## config.mk

```make
export PLATFORM = sky130hd
export DESIGN_NAME = fifo_rd_stream
export DESIGN_NICKNAME = d
export VERILOG_FILES = /design/src/rtl/fifo_rd_stream.sv
export SDC_FILE = /design/constraint.sdc
export NUM_CORES = 1
export LEC_CHECK = 0
export CORE_MARGIN = 4
export CORE_UTILIZATION = 50
export CTS_CLUSTER_DIAMETER = 50
export DETAILED_ROUTE_END_ITERATION = 8
export PLACE_DENSITY = 0.82
export RECOVER_POWER = 100
export SETUP_SLACK_MARGIN = 0.2
export SLEW_MARGIN = 10
export SYNTH_ARGS = -nofsm -noshare
export SYNTH_HDL_FRONTEND = slang
export SYNTH_SLANG_ARGS = --single-unit
```

## constraint.sdc

```tcl
create_clock -name clk -period 3.25 [get_ports clk]
set_input_delay 0.65 -clock clk [delete_from_list [all_inputs] [get_ports clk]]
set_output_delay 0.65 -clock clk [all_outputs]
set_load 0.05 [all_outputs]
```

## src/rtl/fifo_rd_stream.sv

```systemverilog
// Read-side adapter for the FIFO block.
// Drains the FIFO through rd_en / buf_out and presents each word downstream on a
// valid/ready stream. A 2-entry holding buffer (head/tail) absorbs the FIFO's
// one-cycle read latency, so one word per cycle can flow with m_ready held high.
//
// Handshake: a word transfers on every rising edge where m_valid & m_ready.
// While m_valid is high and m_ready is low, m_valid stays high and m_data is held.
// m_valid never depends combinationally on m_ready.
module fifo_rd_stream #(
  parameter int WIDTH = 4,
  parameter int CNT_W = 8
) (
  input  logic             clk,
  input  logic             rst,
  input  logic             fifo_empty,
  output logic             fifo_rd_en,
  input  logic [WIDTH-1:0] fifo_dout,
  output logic             m_valid,
  output logic [WIDTH-1:0] m_data,
  input  logic             m_ready,
  output logic [CNT_W-1:0] pop_count,
  output logic [1:0]       dbg_occ,
  output logic             dbg_infl
);

  // Buffer occupancy; the encoding equals the number of words held.
  typedef enum logic [1:0] {
    OCC_EMPTY = 2'd0,
    OCC_ONE   = 2'd1,
    OCC_TWO   = 2'd2
  } occ_t;

  occ_t             occ_q, occ_d;
  logic             infl_q;
  logic [WIDTH-1:0] head_q, head_d;
  logic [WIDTH-1:0] tail_q, tail_d;
  logic             pop;
  logic             push;
  logic [2:0]       fill;

  assign pop     = m_valid & m_ready;
  assign push    = infl_q;
  assign m_valid = (occ_q != OCC_EMPTY);
  assign m_data  = head_q;

  // Slots committed after this edge: held words plus the in-flight word, minus the
  // word leaving now. pop implies occ >= 1, so this never underflows.
  assign fill = {1'b0, occ_q} + {2'b00, infl_q} - {2'b00, pop};

  // Issue a read only when the FIFO has data and a slot will be free for the result.
  assign fifo_rd_en = ~rst & ~fifo_empty & (fill < 3'd2);

  assign dbg_occ  = occ_q;
  assign dbg_infl = infl_q;

  // Next occupancy and buffer contents from push (captured read) and pop.
  always_comb begin
    occ_d  = occ_q;
    head_d = head_q;
    tail_d = tail_q;
    case (occ_q)
      OCC_EMPTY: begin
        if (push) begin
          occ_d  = OCC_ONE;
          head_d = fifo_dout;
        end
      end
      OCC_ONE: begin
        if (push && !pop) begin
          occ_d  = OCC_TWO;
          tail_d = fifo_dout;
        end else if (push && pop) begin
          head_d = fifo_dout;
        end else if (pop) begin
          occ_d = OCC_EMPTY;
        end
      end
      OCC_TWO: begin
        // No push can arrive here: a read is never issued with two slots committed.
        if (pop) begin
          occ_d  = OCC_ONE;
          head_d = tail_q;
        end
      end
      default: occ_d = OCC_EMPTY;
    endcase
  end

  // State registers; reset discards buffered and in-flight words.
  always_ff @(posedge clk) begin
    if (rst) begin
      occ_q     <= OCC_EMPTY;
      infl_q    <= 1'b0;
      head_q    <= '0;
      tail_q    <= '0;
      pop_count <= '0;
    end else begin
      occ_q  <= occ_d;
      infl_q <= fifo_rd_en;
      head_q <= head_d;
      tail_q <= tail_d;
      if (pop) begin
        pop_count <= pop_count + {{(CNT_W-1){1'b0}}, 1'b1};
      end
    end
  end

endmodule

```

Word-level counts from Yosys, hierarchy flattened
Index checks and enable logic that the tools add are counted.
{"block": "totals", "inputBits": 8, "out_inout_bits": 17, "register_bits": 19}
{"block": "op_classes", "magnitude_cmp": 1, "n_reduce_logical": 9, "eq_ne": 8, "n_bitwise": 5, "addsub": 3, "mux": 11}
{"operator": "4-bit two-way mux", "count": 4}
{"operator": "4-bit one-hot mux with 3 select lines", "count": 1}
{"operator": "2-bit two-way mux", "count": 5}
{"operator": "8-bit by 1-bit adder with 8-bit output, second input constant", "count": 1}
{"operator": "2-bit inequality test, second input constant", "count": 4}
{"operator": "3-bit inequality test, second input constant", "count": 2}
{"operator": "2-bit one-hot mux with 3 select lines", "count": 1}
{"operator": "5-bit AND reduction", "count": 1}
{"operator": "4-bit AND reduction", "count": 1}
{"operator": "2-bit by 1-bit adder with 3-bit output", "count": 1}
{"operator": "1-bit AND", "count": 3}
{"operator": "3-bit by 2-bit less-than comparator with 1-bit output, second input constant", "count": 1}
{"operator": "3-bit nonzero test", "count": 1}
{"operator": "3-bit by 1-bit subtractor with 3-bit output", "count": 1}
{"operator": "2-bit by 1-bit == test with 1-bit output, second input constant", "count": 1}
{"operator": "2-bit == test, second input constant", "count": 1}
{"operator": "1-bit logical AND", "count": 2}
{"operator": "2-bit zero test", "count": 1}
{"operator": "1-bit inverter", "count": 2}
{"operator": "2-bit AND reduction", "count": 1}
{"operator": "2-bit nonzero test", "count": 1}
{"operator": "1-bit zero test", "count": 1}

Logic depth before layout (Yosys ltp)
Gate-level depths: netlist of the first run.
{"block": "depth", "word_depth": 6, "ltp_mapped": 8}

Worst setup path before layout of the first run
No wires, ideal clock.
{"block": "synth_path", "path_type": "register -> output", "startpoint": "register occ_q[1], in the netlist dbg_occ[1]", "endpoint": "output port fifo_rd_en", "path_buffers": 0, "setup_slack_ps": -1005, "required_ps": 2600, "arrival_time_ps": 3605, "stages_incl_launch_ff": 8, "path_cell_list": "dfxtp_1 -> o21a_4 -> inv_4 -> ha_1 -> nand2_1 -> fa_1 -> xor2_1 -> nor4b_1"}
{"block": "synth_via", "elab_chain_len": 5, "word_cells_on_any_way": 6, "cone_classes": "add/sub: 2; order compare: 1; bitwise: 2; reduce/logical: 1"}
{"item": "start: declaration", "line_no": "33", "rtl": "occ_t occ_q, occ_d;"}
{"item": "start signal: assignment", "line_no": "92", "rtl": "occ_q <= OCC_EMPTY;"}
{"item": "start signal: assignment", "line_no": "98", "rtl": "occ_q <= occ_d;"}
{"item": "branches (longest 2 deep; another with 2-bit by 1-bit adder with 3-bit output)"}
{"item": "3-bit by 1-bit subtractor with 3-bit output *", "line_no": "48", "rtl": "assign fill = {1'b0, occ_q} + {2'b00, infl_q} - {2'b00, pop};"}
{"item": "3-bit by 2-bit less-than comparator with 1-bit output *", "line_no": "51", "rtl": "assign fifo_rd_en = ~rst & ~fifo_empty & (fill < 3'd2);"}
{"item": "1-bit AND *", "line_no": "51"}
{"item": "end: declaration", "line_no": "16", "rtl": "output logic fifo_rd_en,"}
Mark *: on every way between the ends.

Final worst setup path of the first run
Same ends and word-level chain as after synthesis.

==> key figures, run 1 <==
Outcome
  – Run status: finished clean

Final layout
  – Utilization after layout: 72.7%
  – Share of layout cells above drive strength 1: between 10% and 20%
  – Final Non-Filler Cells: 153
  – Multi-input logic area: 528 um2
  – Fill cell instance count of the final layout: between 100 and 150
  – Sequential Area: 388 um2
  – Total number of nets in the final design: 141
  – P&R area growth vs syn: 36.7%
  – Diodes inserted: 0

Floorplanning
  – Core box area: 1750 um2
  – Die Footprint: 2610 um2
  – Overall die height: about 50 um
  – Starting density of the core: between 50% and 60%
  – Number of top-level pins: 25
  – Horizontal extent of the die: a little over 50 um
  – Row Count: 15

Clock tree
  – Latest clock arrival within the worst-skew pair: around 0.3 ns
  – Root Buffer: clkbuf_4
  – Total clock sinks: 19
  – Quantity of hold-fixing buffers added after cts: 0
  – Clock tree buffer depth: 2
  – Number of levels the H-tree was split into: 1
  – CTS clk-pin slew, worst paths: ~0.11 ns
  – TritonCTS Buffers: 3
  – Clock tree from TritonCTS: built

Setup path
  – Timing startpoint of the critical path: dbg_occ[1]
  – Launching point of the worst reg2reg path: dbg_occ[1]
  – Critical Path Source Type: flop
  – Largest delay share family, worst path: adder cells
  – CP peak stage delay: 0.43 ns
  – Largest driver fanout on the critical path: 10
  – Cell type of the slowest stage on the worst timing path: dfxtp_4
  – Buffers & Inverters on Critical Path: 2
  – Setup Crit Path Kind: reg -> out
  – Data arrival time at the worst-slack endpoint: roughly 2.3 ns
  – Critical-path cell list: o21a_2, inv_4, ha_1, nand2_1, fa_2, xor2_2, nor4b_4, buf_12
  – Critical path data required time: about 2.6 ns
  – Worst Setup End Kind: output pin

Min path
  – Start point of the worst min-delay path: pop_count[1]
  – Hold Crit Class: reg -> reg

Synth
  – Yosys warnings: 0
  – Most used DFF post-synth: dfxtp_1
  – Post-synthesis area per instance: about 9.4 um2
  – Part of the Yosys area used for sequential elements: 41.0%
  – Post-synthesis instance total: between 90 and 100
  – Number of flops mapped to enable cells by yosys: 0
  – Synthesized flop and latch total: 19
  – Post-synth top area share: about two fifths
  – Synth Net Count: roughly 110
  – Cell area after synthesis: 928 um2
  – Most area-consuming cells after synthesis: dfxtp_1 41%, mux2i_1 8.6%, nor2_1 5.3%
  – Asr flop ratio synth: 0%
  – Leading cell types by count after synthesis: 19 x dfxtp_1, 13 x nor2_1, 8 x mux2i_1
  – Top-count cell post-synth: dfxtp_1
  – Number of distinct standard cells referenced by the synthesized netlist: 31
  – Library cell occupying the most area in the post-synthesis netlist: dfxtp_1

Routing
  – Overall routed net length: slightly below 2000 um
  – Number of DRC violations after detailed routing: 0
  – Iter 0 DRT Violations: 24
  – Routed WL per cell: 12.8 um
  – Via count of the routed design: 802
  – Routed vias/inst: approximately 5.2
  – Antenna viol nets, final: 0
  – Count of TritonRoute iterations in the first routing pass: 4

Timing
  – Portion of the clock cycle consumed by the worst path in the final layout: approximately 91%
  – Worst Skew: approximately 0.00072 ns
  – Worst hold-check slack: ~0.5 ns
  – Minimum clock period: 2.94 ns
  – Max-slew headroom: roughly 46%
  – Setup repair after global routing missed its margin: false
  – Worst-Margin Slew: between 0.8 and 0.9 ns
  – Final hold vios: 0
  – Final count of pins violating max slew: 0
  – Maximum achievable frequency: 340 MHz
  – Finish-stage setup viols: 0
  – Min setup slack post-route: about 0.31 ns

Place
  – Placed cells: between 100 and 150
  – HPWL reported at the end of detailed placement: between 1000 and 1500 um
  – Worst setup timing slack at the placement stage: -0.117 ns
  – Buffers added on ports: 24
  – Routability-driven placement congestion ratio: between 0.7 and 0.8

Flow run
  – Count of max-cap constraint violations: 0

Power
  – Leakage power: 0.570 nW
  – Pwr Density: slightly above 400 nW/um2
  – Highest ir drop seen on vdd: 392 uV

Global route
  – Overall fraction of global-route tracks in use: 16.9%
  – Number of global-route vias before repair: approximately 780
  – Largest net degree at the start of global routing: 20
  – Overall overflow remaining after global route: 0
  – First-pass GRT wire length: ~3300 um
  – Initial antenna violation count: 0
==> where the power goes <==
| part | switching (mW) | internal, mW | total [mW] | leakage (nW) |
|---|---|---|---|---|
| combinational | 0.0876 | 0.0595 | 0.147 | 0.396 |
| clock | 0.0748 | 0.0476 | 0.122 | 0.0183 |
| sequential | 0.0117 | 0.244 | 0.256 | 0.156 |
| total | 0.174 | 0.351 | 0.525 | 0.570 |
==> metrics by stage <==
step	area, um2	setup TNS, ns	total power [mW]
after floorplan	948	0	0.363
after global placement	1240	-0.0701	0.411
after detailed placement	1240	-0.117	0.416
after CTS	1270	0	0.539
after global routing	1270	0	0.551
final	1270	0	0.525
==> sequential cells by signal, indices dropped and copies added, names as in the netlist <==
| signal | cells |
|---|---|
| pop_count | 8 |
| m_data | 4 |
| tail_q | 4 |
| dbg_occ | 2 |
| dbg_infl | 1 |
==> tightest hold or removal path: stages, from the launching register on <==
cell and delay, ns:
dfxtp_1 0.35, nand2_1 0.06, a21oi_1 0.05
==> placed cells by master, fill, tap and decap left out, types with 2 or more instances in the layout <==
| cell type | Yosys | routed |
|---|---|---|
| nor3_2 | 2 | 2 |
| nor2_1 | 13 | 13 |
| clkdlybuf4s50_1 | 0 | 5 |
| inv_4 | 1 | 2 |
| dfxtp_4 | 0 | 2 |
| mux2i_1 | 8 | 8 |
| nand4_1 | 3 | 3 |
| ha_1 | 3 | 3 |
| clkbuf_4 | 0 | 3 |
| dfxtp_1 | 19 | 17 |
| nand2b_1 | 3 | 3 |
| a21oi_1 | 4 | 4 |
| xnor2_1 | 3 | 3 |
| inv_1 | 2 | 2 |
| nor3_1 | 5 | 5 |
| a211oi_1 | 4 | 4 |
| nand2_1 | 5 | 5 |
| xor2_1 | 4 | 3 |
| buf_4 | 2 | 4 |
| o21ai_0 | 2 | 2 |
| dlygate4sd3_1 | 0 | 17 |
==> cells by family (layout without fill, tap and decap cells) <==
group,Yosys count,count (layout),synth area share (%)
buf+inv,7,36,3.91
fa+ha+maj,4,4,6.20
mux,8,8,8.63
xor+xnor,7,7,6.60
compound gates,14,14,10.6
simple gates,40,40,23.0
flops,19,19,41.0
==> cell type report <==
class,instances,share of cell area (%)
multi-input combinational,73,41.6
sequential,19,30.6
timing repair buffer,29,22.0
tap,25,2.47
clock buffer,3,1.78
inverter,3,1.08
clock inverter,1,0.493
==> path summary, 6_finish.rpt <==
check	slack, ns	endpoint	cells past startpoint
max	0.31	fifo_rd_en	8
min reg2reg	0.50	pop_count[1]	2
max reg2reg	1.26	m_data[3]	8
min	0.50	pop_count[1]	2
==> layer usage <==
| metal | up-vias | GRT usage [%] | routed length [um] |
|---|---|---|---|
| met3 | 2 | 5.83 | 138 |
| met2 | 21 | 29.0 | 949 |
| met1 | 373 | 19.9 | 858 |
| met4 | 0 | 4.04 | 13 |
| met5 | - | 0 | 0 |
| li1 | 406 | - | - |
==> what timing repair did <==
| item | CTS | global route |
|---|---|---|
| setup endpoints to repair | 1 | 1 |
| buffers inserted | 0 | 1 |
| pin swaps | 2 | 2 |
| gates resized for setup | 3 | 3 |
Power figures use the tool's default switching activity.
==> run 2, diff against run 1 <==
--- a/config.mk
+++ b/config.mk
@@ -9,6 +9,7 @@
 export CORE_UTILIZATION = 50
 export CTS_CLUSTER_DIAMETER = 50
 export DETAILED_ROUTE_END_ITERATION = 8
+export GPL_TIMING_DRIVEN = 0
 export PLACE_DENSITY = 0.82
 export RECOVER_POWER = 100
 export SETUP_SLACK_MARGIN = 0.2
==> constraint.sdc (replaced) <==
create_clock -name clk -period 3.25 [get_ports clk]
set_input_delay 0.65 -clock clk [delete_from_list [all_inputs] [get_ports clk]]
set_output_delay 0.65 -clock clk [all_outputs]
set_load 0.02 [all_outputs]
==> run 2 against run 1 <==
Via count is 0.75% lower. Routed wire length is 1.0% lower. Clock skew hardly changed. Die area stayed put. Worst setup slack worse by 0.045 ns. First-iteration DRC count is 54% lower. Register-to-register slack better by 0.10 ns. Combinational power is 24% lower. Largest cell class unchanged. Worst hold slack better by 0.0034 ns. Critical endpoint unchanged. Critical path depth is 1 higher. Design area is 4.7% lower. Sequential share of layout area is 1.2 points higher.
==> key figures, run 2 (synthesized netlist as in run 1, its figures left out) <==
Routing
  – Via count of the routed design: 796 (-0.75%)
  – Antenna viol nets, final: 0 (unchanged)
  – Metal1 wirelength: 866 um (+0.93%)
  – DR WL met2: 980 um (+3.3%)
  – Routed vias/inst: 5.24 (about the same)
  – Routed WL per cell: 12.8 um (-0.37%)
  – Iter 0 DRT Violations: 11 (-54%)
  – Overall routed net length: 1940 um (-1.0%)
  – Number of DRC violations after detailed routing: 0 (unchanged)
  – Top routing layer in use: met4
  – Met3 WL post-DR: 71 um (-49%)
  – Count of TritonRoute iterations in the first routing pass: 4 (unchanged)

Timing
  – Final hold vios: 0 (unchanged)
  – Maximum achievable frequency: 335 MHz (-1.5%)
  – Max-slew headroom: 68.3% (+22 points)
  – Setup repair after global routing missed its margin: false
  – Final count of pins violating max slew: 0 (unchanged)
  – Min setup slack post-route: 0.261 ns (-0.0445 ns)
  – Worst-Margin Slew: 0.475 ns (-0.331 ns)
  – Portion of the clock cycle consumed by the worst path in the final layout: 92.0% (+1.4 points)
  – Worst Skew: 0.000912 ns (+0.000188 ns)
  – Finish-stage setup viols: 0 (unchanged)
  – Minimum clock period: 2.99 ns (+0.0445 ns)

Power
  – Clock network fraction of total power: 24.6% (+1.3 points)
  – Pwr Density: 398 nW/um2 (-3.9%)
  – Highest ir drop seen on vdd: 271 uV (-31%)
  – Proportion of power drawn by flip-flops and latches: 52.4% (+3.7 points)
  – Internal Dissipation: 0.345 mW (-1.9%)
  – Comb power frac: 23.0% (-5.0 points)
  – Net Sw Power: 0.136 mW (-22%)
  – Leakage power: 0.545 nW (-4.4%)
  – Sw Share: 28.4% (-4.8 points)

Min path
  – Hold Crit Class: reg -> reg
  – Hold-critical path depth: 2 (unchanged)

Clock tree
  – Total clock sinks: 19 (unchanged)
  – Number of levels the H-tree was split into: 1 (unchanged)
  – CTS clk-pin slew, worst paths: 0.10 ns (about the same)
  – TritonCTS Buffers: 3 (unchanged)
  – Clock tree from TritonCTS: built
  – Clock tree buffer depth: 2 (unchanged)
  – Latest clock arrival within the worst-skew pair: 0.29 ns (about the same)
  – Root Buffer: clkbuf_4
  – Quantity of hold-fixing buffers added after cts: 0 (unchanged)

Final layout
  – Share of layout cells above drive strength 1: 11.0% (-5.4 points)
  – Flip-flop count of the largest register, all copies and words added: 8 (unchanged)
  – P&R area growth vs syn: 30.2%
  – Most flops, register: pop_count
  – Most frequent standard cell in the layout excluding fill and tap cells: dfxtp_1
  – Final Cell Area: 1210 um2 (-4.7%)
  – Total number of nets in the final design: 140 (-0.71%)
  – Diodes inserted: 0 (unchanged)
  – Most frequent cells in the layout: 18 x dfxtp_1, 16 x dlygate4sd3_1, 13 x nor2_1, 8 x mux2i_1, 7 x nor3_1

Floorplanning
  – Horizontal extent of the die: 51.1 um (unchanged)
  – Overall die height: 51.1 um (unchanged)
  – Starting density of the core: 53.2% (unchanged)
  – Number of top-level pins: 25 (unchanged)
  – Row Count: 15 (unchanged)
  – Die Footprint: 2610 um2 (unchanged)
  – Core box area: 1750 um2 (unchanged)

Setup path
  – Largest driver fanout on the critical path: 8 (-2)
  – Worst-case register-to-register setup slack: 1.36 ns (+0.10 ns)
  – Buffers & Inverters on Critical Path: 3 (+1)
  – Critical path data required time: 2.60 ns (about the same)
  – Critical Path Source Type: primary input
  – Cell type of the slowest stage on the worst timing path: fa_2
  – Crit-path most repeated cell: buf_2
  – Crit. path cell count: 9 (+1)
  – Largest delay share family, worst path: adder cells
  – CP peak stage delay: 0.34 ns (-0.09 ns)
  – Number of cells on the worst reg-to-reg path: 7 (-1)
  – Critical-path cell list: buf_2, o21a_1, inv_4, ha_1, nand2_1, fa_2, xor2_1, nor4b_2, buf_2
  – Worst Setup End Kind: output pin
  – Data arrival time at the worst-slack endpoint: 2.34 ns (+0.05 ns)
  – Setup Crit Path Kind: in -> out

Place
  – Dpl cell area: 1200 um2 (-3.3%)
  – Buffers added on ports: 23 (-4.2%)
  – HPWL reported at the end of detailed placement: 1450 um (-2.6%)
  – Worst setup timing slack at the placement stage: -0.664 ns (-0.547 ns)
  – Routability-driven placement congestion ratio: 0.813 (+9.6%)

Global route
  – Overall overflow remaining after global route: 0 (unchanged)
  – First-pass GRT wire length: 3390 um (+2.1%)
  – Initial antenna violation count: 0 (unchanged)
  – Overall fraction of global-route tracks in use: 17.1% (+0.28 points)
  – Number of global-route vias before repair: 779 (+0.52%)
  – Largest net degree at the start of global routing: 11 (-45%)

Outcome
  – Run status: finished clean

Flow run
  – Count of max-cap constraint violations: 0 (unchanged)
## run 2: cell types whose count changed in the layout (fill, tap and decap cells not counted), sizes merged
cell,delta
inv,-1
buf,-1
clkbuf,+2
dlygate4sd3,-1
## run 2: per-layer routing
metal	up-vias	GRT usage, %
met2	14	29.2
met3	2	3.79
met1	382	19.6
met5	-	0
li1	398	-
met4	0	9.42
## run 2: timing repair
action                                  CTS  global route
gates cloned                              0             0
resized for setup                        10             4
endpoints found under the setup margin    1             1
pin swaps                                 0             1
buffers inserted                          1             0
## run 2: worst paths after layout
kind,startpoint,to
min reg2reg,pop_count[1],pop_count[1]
min,pop_count[1],pop_count[1]
max,m_ready,fifo_rd_en
max reg2reg,dbg_occ[0],dbg_infl
## run 2: stage by stage
step                      total power, mW  utilization [%]  std cells  hold slack, ns  TNS, ns
final                               0.481             69.2        152           0.502        0
after global routing                0.508             69.2        152           0.539        0
after CTS                           0.492             70.0        152           0.506        0
after detailed placement            0.376             68.5        147           0.489   -0.664
after global placement              0.373             68.5        147           0.479   -0.594
after floorplan                     0.330                -         99           0.463        0
## run 2: layout make-up
cell class                 count  area (um2)
timing repair buffer          24         224
clock buffer                   4        26.3
tap                           25        31.3
inverter                       3        13.8
buffer                         4        26.3
multi-input combinational     73         503
sequential                    19         384
fill                         156         537
## run 2: tightest hold or removal path: cells and delay by family, from the launching register on
| kind | cells | cell delay (ns) |
|---|---|---|
| DFF | 1 | 0.35 |
| and+or+nand+nor | 1 | 0.06 |
| AOI/OAI and AO/OA | 1 | 0.05 |
## run 2: power groups by stage
stage          logic, mW  clock network [mW]  registers, mW
6_report           0.111               0.118          0.252
5_1_grt            0.122               0.132          0.254
2_1_floorplan     0.0599                   0          0.270
3_5_place_dp       0.117                   0          0.259
4_1_cts            0.117               0.122          0.253
3_3_place_gp       0.114                   0          0.258
